===== src/rtl/fp32_to_fp8_packer_pkg.sv =====
`default_nettype none
// ============================================================================
// Module      : fp32_to_fp8_packer_pkg
// Description : Shared constants and types for the fp32 -> fp8 requantizer.
//               The fp8 operand word is 9 bits wide:
//               [8] sign, [7:4] exponent (bias 7), [3:0] mantissa.
// Revision    : 1.0 - initial release
// ============================================================================
package fp32_to_fp8_packer_pkg;

    // fp8 operand format
    localparam int          EXP_W       = 4;
    localparam int          MAN_W       = 4;
    localparam int          BIAS        = 7;
    localparam int          FP8_W       = EXP_W + MAN_W + 1;
    localparam logic [7:0]  FP8_MAX_MAG = 8'hFF;

    // IEEE-754 single-precision fields
    localparam int          FP32_W      = 32;
    localparam int          FP32_EXP_W  = 8;
    localparam int          FP32_MAN_W  = 23;
    localparam int          FP32_BIAS   = 127;

    typedef logic [FP8_W-1:0] fp8_t;

endpackage : fp32_to_fp8_packer_pkg
`default_nettype wire


===== src/rtl/fp32_to_fp8_packer_cvt.sv =====
`default_nettype none
// ============================================================================
// Module      : fp32_to_fp8_cvt
// Description : Combinational single-value fp32 -> fp8 converter.
//               Round-to-nearest-even on the 4-bit mantissa, saturation to
//               +/-496 on overflow or Inf, flush-to-zero on underflow, zero
//               or subnormal input, NaN mapped to 9'h0FF.
// Ports       : fp32 - IEEE-754 single input
//               fp8  - converted fp8 operand word
// Revision    : 1.0 - initial release
// ============================================================================
module fp32_to_fp8_cvt
    import fp32_to_fp8_packer_pkg::*;
(
    input  logic [FP32_W-1:0] fp32,
    output fp8_t              fp8
);

    localparam logic [9:0] c_EXP_SHIFT = 10'(FP32_BIAS - BIAS);
    localparam logic [9:0] c_E8_MAX    = 10'((1 << EXP_W) - 1);

    logic                    w_sign;
    logic [FP32_EXP_W-1:0]   w_exp;
    logic [FP32_MAN_W-1:0]   w_frac;
    logic [MAN_W-1:0]        w_mant;
    logic                    w_guard;
    logic                    w_sticky;
    logic                    w_round_up;
    logic [MAN_W:0]          w_mant_sum;
    logic [9:0]              w_e8;
    logic                    w_exp_all_ones;
    logic                    w_exp_zero;
    logic                    w_is_nan;

    assign w_sign     = fp32[FP32_W-1];
    assign w_exp      = fp32[FP32_W-2 -: FP32_EXP_W];
    assign w_frac     = fp32[FP32_MAN_W-1:0];

    // Keep the top MAN_W fraction bits; the next bit is guard, the rest sticky.
    assign w_mant     = w_frac[FP32_MAN_W-1 -: MAN_W];
    assign w_guard    = w_frac[FP32_MAN_W-1-MAN_W];
    assign w_sticky   = |w_frac[FP32_MAN_W-2-MAN_W:0];
    assign w_round_up = w_guard & (w_sticky | w_mant[0]);

    // A carry out of the mantissa (1.1111 + ulp) leaves mantissa 0000 and
    // bumps the exponent by one.
    assign w_mant_sum = {1'b0, w_mant} + {{MAN_W{1'b0}}, w_round_up};

    // Rebias in 10-bit two's complement so under/overflow are both visible.
    assign w_e8 = {2'b00, w_exp} + {9'd0, w_mant_sum[MAN_W]} - c_EXP_SHIFT;

    assign w_exp_all_ones = &w_exp;
    assign w_exp_zero     = (w_exp == '0);
    assign w_is_nan       = w_exp_all_ones & (|w_frac);

    always_comb begin
        fp8 = '0;
        if (w_is_nan) begin
            fp8 = {1'b0, FP8_MAX_MAG};
        end else if (w_exp_all_ones) begin
            fp8 = {w_sign, FP8_MAX_MAG};
        end else if (w_exp_zero) begin
            fp8 = '0;
        end else if ($signed(w_e8) > $signed(c_E8_MAX)) begin
            fp8 = {w_sign, FP8_MAX_MAG};
        end else if ($signed(w_e8) < $signed(10'sd1)) begin
            fp8 = '0;
        end else begin
            fp8 = {w_sign, w_e8[EXP_W-1:0], w_mant_sum[MAN_W-1:0]};
        end
    end

endmodule : fp32_to_fp8_cvt
`default_nettype wire


===== src/rtl/fp32_to_fp8_packer.sv =====
`default_nettype none
// ============================================================================
// Module      : fp32_to_fp8_packer
// Description : Streaming requantizer. Converts one fp32 value per accept to
//               fp8 and packs LANES consecutive values into one output
//               vector. A flush closes a partial vector with zero padding.
// Ports       : clk, rst              - clock, synchronous active-high reset
//               in_valid/in_ready     - input handshake
//               in_data               - IEEE-754 single
//               flush                 - close the current vector
//               out_valid/out_ready   - output handshake
//               out_data              - lane i at [9i+8:9i], lane 0 first
//               out_last              - vector was closed by a flush
// Revision    : 1.0 - initial release
// ============================================================================
module fp32_to_fp8_packer
    import fp32_to_fp8_packer_pkg::*;
#(
    parameter int LANES = 8
)(
    input  logic                   clk,
    input  logic                   rst,
    input  logic                   in_valid,
    output logic                   in_ready,
    input  logic [FP32_W-1:0]      in_data,
    input  logic                   flush,
    output logic                   out_valid,
    input  logic                   out_ready,
    output logic [LANES*FP8_W-1:0] out_data,
    output logic                   out_last
);

    localparam int                 c_IDX_W    = $clog2(LANES);
    localparam logic [c_IDX_W-1:0] c_LAST_IDX = c_IDX_W'(LANES - 1);

    logic [c_IDX_W-1:0]     r_idx;
    fp8_t                   r_buf [LANES];
    logic                   r_flush_pend;
    logic                   r_out_valid;
    logic                   r_out_last;
    logic [LANES*FP8_W-1:0] r_out_data;

    fp8_t                   w_cvt;
    fp8_t                   w_buf_next [LANES];
    logic [LANES*FP8_W-1:0] w_buf_flat;
    logic                   w_last_lane;
    logic                   w_out_free;
    logic                   w_accept;
    logic                   w_flush_req;
    logic                   w_has_data;
    logic                   w_close;

    fp32_to_fp8_cvt u_cvt (
        .fp32 (in_data),
        .fp8  (w_cvt)
    );

    assign w_last_lane = (r_idx == c_LAST_IDX);
    assign w_out_free  = !r_out_valid || out_ready;

    // Only the final lane needs to wait on the output register; earlier
    // lanes keep filling the buffer while the output is blocked.
    assign in_ready    = !(w_last_lane && r_out_valid && !out_ready);
    assign w_accept    = in_valid && in_ready;

    // A flush seen while the output is blocked is remembered and applied
    // once the output frees; an empty buffer never produces a vector.
    assign w_flush_req = flush || r_flush_pend;
    assign w_has_data  = (r_idx != '0) || w_accept;
    assign w_close     = w_out_free &&
                         ((w_accept && w_last_lane) || (w_flush_req && w_has_data));

    // Buffer image including the lane written this cycle.
    genvar gi;
    generate
        for (gi = 0; gi < LANES; gi++) begin : g_lane
            assign w_buf_next[gi] = (w_accept && (r_idx == c_IDX_W'(gi))) ? w_cvt : r_buf[gi];
            assign w_buf_flat[gi*FP8_W +: FP8_W] = w_buf_next[gi];
        end
    endgenerate

    always_ff @(posedge clk) begin
        if (rst) begin
            r_idx        <= '0;
            r_flush_pend <= 1'b0;
            r_out_valid  <= 1'b0;
            r_out_last   <= 1'b0;
            r_out_data   <= '0;
            for (int i = 0; i < LANES; i++) begin
                r_buf[i] <= '0;
            end
        end else begin
            if (w_close) begin
                r_out_valid <= 1'b1;
                r_out_data  <= w_buf_flat;
                r_out_last  <= w_flush_req;
                r_idx       <= '0;
                for (int i = 0; i < LANES; i++) begin
                    r_buf[i] <= '0;
                end
            end else begin
                if (r_out_valid && out_ready) begin
                    r_out_valid <= 1'b0;
                end
                if (w_accept) begin
                    r_idx <= r_idx + c_IDX_W'(1);
                    for (int i = 0; i < LANES; i++) begin
                        r_buf[i] <= w_buf_next[i];
                    end
                end
            end

            if (w_out_free) begin
                r_flush_pend <= 1'b0;
            end else if (flush) begin
                r_flush_pend <= 1'b1;
            end
        end
    end

    assign out_valid = r_out_valid;
    assign out_data  = r_out_data;
    assign out_last  = r_out_last;

endmodule : fp32_to_fp8_packer
`default_nettype wire

===== config.mk =====
export PLATFORM = sky130hd
export DESIGN_NAME = fp32_to_fp8_packer
export DESIGN_NICKNAME = d
export VERILOG_FILES = /design/src/rtl/fp32_to_fp8_packer_pkg.sv /design/src/rtl/fp32_to_fp8_packer_cvt.sv /design/src/rtl/fp32_to_fp8_packer.sv
export SDC_FILE = /design/constraint.sdc
export NUM_CORES = 1
export LEC_CHECK = 0
export CAP_MARGIN = 20
export CORE_UTILIZATION = 45
export DETAILED_ROUTE_END_ITERATION = 8
export GPL_TIMING_DRIVEN = 0
export PLACE_DENSITY_LB_ADDON = 0.15
export RECOVER_POWER = 100
export SYNTH_ARGS = -nofsm -noshare
export SYNTH_HDL_FRONTEND = slang
export SYNTH_SLANG_ARGS = --single-unit

===== constraint.sdc =====
create_clock -name clk -period 5.4 [get_ports clk]
set_clock_uncertainty 0.2 [all_clocks]
set_input_delay 1.35 -clock clk [delete_from_list [all_inputs] [get_ports clk]]
set_output_delay 1.35 -clock clk [all_outputs]
set_load 0.05 [all_outputs]

* Word level (Yosys, flattened, before mapping)
Memories as Yosys holds them, arrays and structs flattened.
Cells that the tools add are included.
** Word-level totals
- RAM bits :: 72
- Output and inout port bits :: 75
- Word-level logic and storage cells :: 108
- Memories :: 1
- Register bits after elaboration :: 78
- Bits of input ports :: 37
** Memories
- r_buf :: depth 8, bits a word 9, rd ports 8, clocked after Yosys merged registers in 0, wr ports 8, line fp32_to_fp8_packer.sv:37 : fp8_t r_buf [LANES];
** Cells by class
- Mux-type cells :: 40
- Eq/ne operators :: 7
- Bitwise operators :: 19
- Reduce and logical (&&, ||, !) cells :: 30
- $add $sub $neg :: 4
- Magnitude comparators :: 2
** Operator list (count)
- two-way mux 9 bit :: 29
- OR reduction 23 bit :: 1
- OR reduction 18 bit :: 1
- bitwise OR 1 bit :: 17
- logical AND 1 bit :: 14
- == test 3 bit (second input constant) :: 4
- two-way mux 1 bit :: 11
- greater-than comparator 10 x 5 -> 1 bit (second input constant) :: 1
- < comparator 10 x 2 -> 1 bit (second input constant) :: 1
- subtractor 10 x 7 -> 10 bit (second input constant) :: 1
- adder 8 x 1 -> 9 bit :: 1
- zero test 8 bit :: 1
- AND reduction 8 bit :: 1
- == test 3 x 2 -> 1 bit (second input constant) :: 2
- adder 4 x 1 -> 5 bit :: 1
- logical OR 1 bit :: 4
- OR reduction 2 bit :: 2
- adder 3 x 1 -> 3 bit (second input constant) :: 1
- == test 3 x 1 -> 1 bit (second input constant) :: 1
- zero test 1 bit :: 3
- zero test 3 bit :: 1
- nonzero test 3 bit :: 1
- bitwise AND 1 bit :: 2
- nonzero test 2 bit :: 1

* Depth between registers and ports, before layout
- Depth in word-level cells :: 14
- Depth in mapped cells :: 16
- Depth with buffers taken out :: 14

* Modules after synthesis
Synthesis repeated with hierarchy kept, for this count alone.
** Unflattened totals
- Cell total of the unflattened synthesis :: 530
- Area total of the unflattened synthesis :: 6357.3 µm²
** By module, submodules not included
- fp32_to_fp8_packer :: area an instance 5947.0 µm², cells an instance 468, sequential area each 3633.5 µm², times used 1
- fp32_to_fp8_cvt :: area an instance 410.4 µm², cells an instance 62, sequential area each 0.0 µm², times used 1

* Worst setup path before layout
OpenSTA, ideal clock, no wires.
- Path type :: input to register
- Start point :: in in_data[19]
- End point :: mem r_buf[0][15] (netlist name) (data pin)
- Path buffers :: 2
- Stages on the path :: 15
- Data arrival time :: 4076 ps
- Slack :: 860 ps
- Required time :: 4937 ps
- Cells stage by stage :: and2_1 ha_1 and3_1 ha_1 ha_1 buf_2 nand3_1 xnor2_1 ha_1 xnor2_1 a31oi_1 o211ai_4 nor3_4 buf_2 o21ai_0
** RTL lines
- from (decl) :: line fp32_to_fp8_packer.sv:25 : input logic [FP32_W-1:0] in_data,
- to (decl) :: line fp32_to_fp8_packer.sv:37

==> impl_metrics.json <==
{
  "status": "finished clean",
  "post-place-ws_ns": -0.463,
  "fp.dieW_um": 129,
  "drt_iter0_drc": 760,
  "ys_ff_latch": 150,
  "area_delta_synth_final_pct": 27.8,
  "n_antenna_cell": 0,
  "routed_wl_mm": 24.1,
  "async_flop_share_pct": 0,
  "end_kind": "flop",
  "core_area_mm2": 0.0159,
  "ant_nets": 0,
  "setup_ws_ns": 0.181,
  "crit_path_max_fanout": 10,
  "dr.pass1.iters": 5,
  "post-dp-hpwl_mm": 16.6,
  "fmax_mhz": 192,
  "path_class": "input port to flop",
  "place_area_mm2": 0.00866,
  "grt_pass1_vias": 6727,
  "ys_seq_area_share_pct": 49.7,
  "period_share_pct": 96.7,
  "synth_xor_area_share_pct": 1.20,
  "cts_root_buf": "clkbuf_16",
  "syn_area_per_cell_um2": 9.43,
  "synth_cells": 775,
  "gp_congestion": 0.892,
  "leakagePower_nw": 3.61,
  "cts_made_buffers": 17,
  "synth_compound_area_share_pct": 22.9,
  "slew_headroom_pct": 29.4,
  "synth_area_mm2": 0.00731,
  "cts_buffer_depth": 2,
  "nFillCells": 1379,
  "pwr_density_cell_mw_per_mm2": 315,
  "finalInstanceArea_mm2": 0.00934,
  "synth-adder-area-share_pct": 1.88,
  "cts_htree_levels": 4,
  "worst_slew_pin_slew_ns": 1.05,
  "grt_antenna_before_repair": 0,
  "start_util_pct": 46.0,
  "peakVddDrop_mv": 0.226,
  "wire_per_inst_um": 21.2,
  "overflow": 0,
  "drive_gt1_share_pct": 7.92,
  "worstSetupStartpointType": "input port",
  "vias_per_cell": 6.26,
  "drv_cap": 0,
  "ys_types": 54,
  "synth_top_family_by_area": "compound AO/OA/AOI/OAI gates",
  "cp_data_required_time_ns": 5.37,
  "cts.clk_slew.worst_paths_ns": 0.06,
  "yosysWarnings": 0,
  "fp-row-count": 46,
  "cts.sinks": 150,
  "track_usage_pct": 29.4,
  "worstPathArrival_ns": 5.19,
  "synth_ff_type": "dfxtp_1",
  "nets": 957,
  "grt_max_degree": 19,
  "grt_pass1_wl_mm": 37.0,
  "die_height_um": 129,
  "insertion_delay_ns": 0.44,
  "ctsHoldBuffers": 0,
  "syn_nets": 823,
  "boundaryPins": 112,
  "port_buffers": 105,
  "fp.dieArea_mm2": 0.0168,
  "finalSetupViolCount": 0,
  "finalCriticalPeriod_ns": 5.22,
  "drc_errors": 0,
  "slew_violations": 0,
  "hp-class": "flop to flop",
  "synth-edff-count": 63,
  "cts_tree": "yes",
  "muxShareOfSynthArea_pct": 0,
  "hold_viol_final": 0,
  "vias": 7127,
  "synthSimpleGateAreaFrac_pct": 19.0
}
==> per-stage QoR <==
stage | utilization [%] | power [W] | setup TNS, ns | std cells | hold slack (ns)
6_report | 58.8 | 0.00294 | 0 | 1138 | 0.268
5_1_grt | 58.8 | 0.00302 | -0.0223 | 1138 | 0.285
4_1_cts | 58.3 | 0.00294 | 0 | 1129 | 0.267
3_5_place_dp | 54.5 | 0.00178 | -22.41 | 1097 | 0.257
3_3_place_gp | 54.3 | 0.00176 | -13.83 | 1096 | 0.245
2_1_floorplan | - | 0.00160 | 0 | 775 | 0.232
==> final cells by class <==
cell class	count	area [um^2]	share of cell area [%]
Sequential cell	150	3630	38.9
Multi-Input combinational cell	537	3310	35.4
Timing Repair Buffer	115	1150	12.3
Clock buffer	27	567	6.07
Buffer	77	342	3.66
Tap cell	216	270	2.89
Inverter	11	41.3	0.442
Clock inverter	5	30.0	0.321
==> worst paths after layout <==
path / startpoint / end / slack [ns] / depth (start not counted)
worst max-delay path: in_data[19] / r_buf[0][21]$_SDFFCE_PN0P_ / 0.18 / 16
worst min-delay path: r_buf[0][2]$_SDFFE_PP0P_ / r_buf[0][2]$_SDFFE_PP0P_ / 0.27 / 2
worst max register to register: r_idx[0]$_SDFFE_PP0P_ / r_buf[0][20]$_SDFFCE_PN0P_ / 1.03 / 11
worst min register to register: r_buf[0][2]$_SDFFE_PP0P_ / r_buf[0][2]$_SDFFE_PP0P_ / 0.27 / 2
==> layer usage <==
metal | GRT usage [%] | vias up | part of all wire (%)
li1 | - | 3216 | -
met1 | 36.5 | 3493 | 42
met2 | 50.7 | 367 | 48
met3 | 5.33 | 51 | 7.2
met4 | 12.0 | 0 | 2.7
met5 | 0 | - | 0
==> sequential cells by signal, summed over array words and instances (netlist names) <==
name          count
out_data         72
r_buf            72
r_idx             3
out_last          1
out_valid         1
r_flush_pend      1
==> cell usage after synthesis (7+ instances only) <==
cell type / number / share of area (%)
dfxtp_1: 87 / 24
edfxtp_1: 63 / 26
nand3_1: 60 / 4.1
a21oi_1: 59 / 4.0
clkbuf_1: 54 / 2.8
nand2_1: 48 / 2.5
o32ai_1: 48 / 5.8
and3_1: 43 / 3.7
o21ai_0: 39 / 2.7
nor2_1: 34 / 1.7
o22ai_1: 25 / 2.1
o21ai_1: 22 / 1.5
a31oi_1: 21 / 1.8
and2_1: 20 / 1.7
nor3_1: 16 / 1.1
buf_2: 15 / 1.0
or3_1: 15 / 1.3
ha_1: 11 / 1.9
inv_1: 11 / 0.56
o211ai_1: 7 / 0.72
xnor2_1: 7 / 0.84
==> cells by family (layout without fill, tap and decap cells) <==
group | count (synthesis) | after routing
flops | 150 | 150
simple gates | 264 | 264
xor+xnor | 10 | 10
fa+ha+maj | 11 | 11
compound gates | 252 | 252
buf+inv | 88 | 235
==> worst max-delay path, cell delays in order <==
cell	delay, ns
clkdlybuf4s50_1	0.54
and2_1	0.18
ha_1	0.18
and3_1	0.20
ha_1	0.15
ha_1	0.13
buf_2	0.20
nand3_1	0.12
xnor2_1	0.14
ha_1	0.25
xnor2_1	0.23
a31oi_2	0.32
o211ai_4	0.23
a211oi_4	0.59
buf_6	0.27
o21ai_1	0.10
==> where the power goes <==
group          leakage [nW]  switching, W  internal, W
clock                 0.299      0.000466     0.000719
sequential             1.43     0.0000364      0.00125
combinational          1.89      0.000327     0.000143
total                  3.61      0.000829      0.00211
==> cell usage in the layout (no fill, tap or decap), drive strengths merged, types with 15 or more instances in the layout <==
cell type / netlist / final
o32ai: 48 / 48
nand3: 60 / 60
buf: 23 / 28
or3: 15 / 15
dfxtp: 87 / 87
clkbuf: 54 / 86
o22ai: 25 / 25
nor2: 36 / 36
nand2: 48 / 48
clkdlybuf4s50: 0 / 29
a21oi: 59 / 59
a31oi: 21 / 21
dlygate4sd3: 0 / 76
edfxtp: 63 / 63
and3: 43 / 43
and2: 20 / 20
o21ai: 62 / 62
nor3: 19 / 19
==> timing repair <==
action / CTS / global route
gates resized for setup: 1 / 2
endpoints found under the setup margin: 6 / 74
setup buffers: 0 / 9
cloned: 0 / 0
pin swaps: 0 / 5
Power figures use the tool's default switching activity.
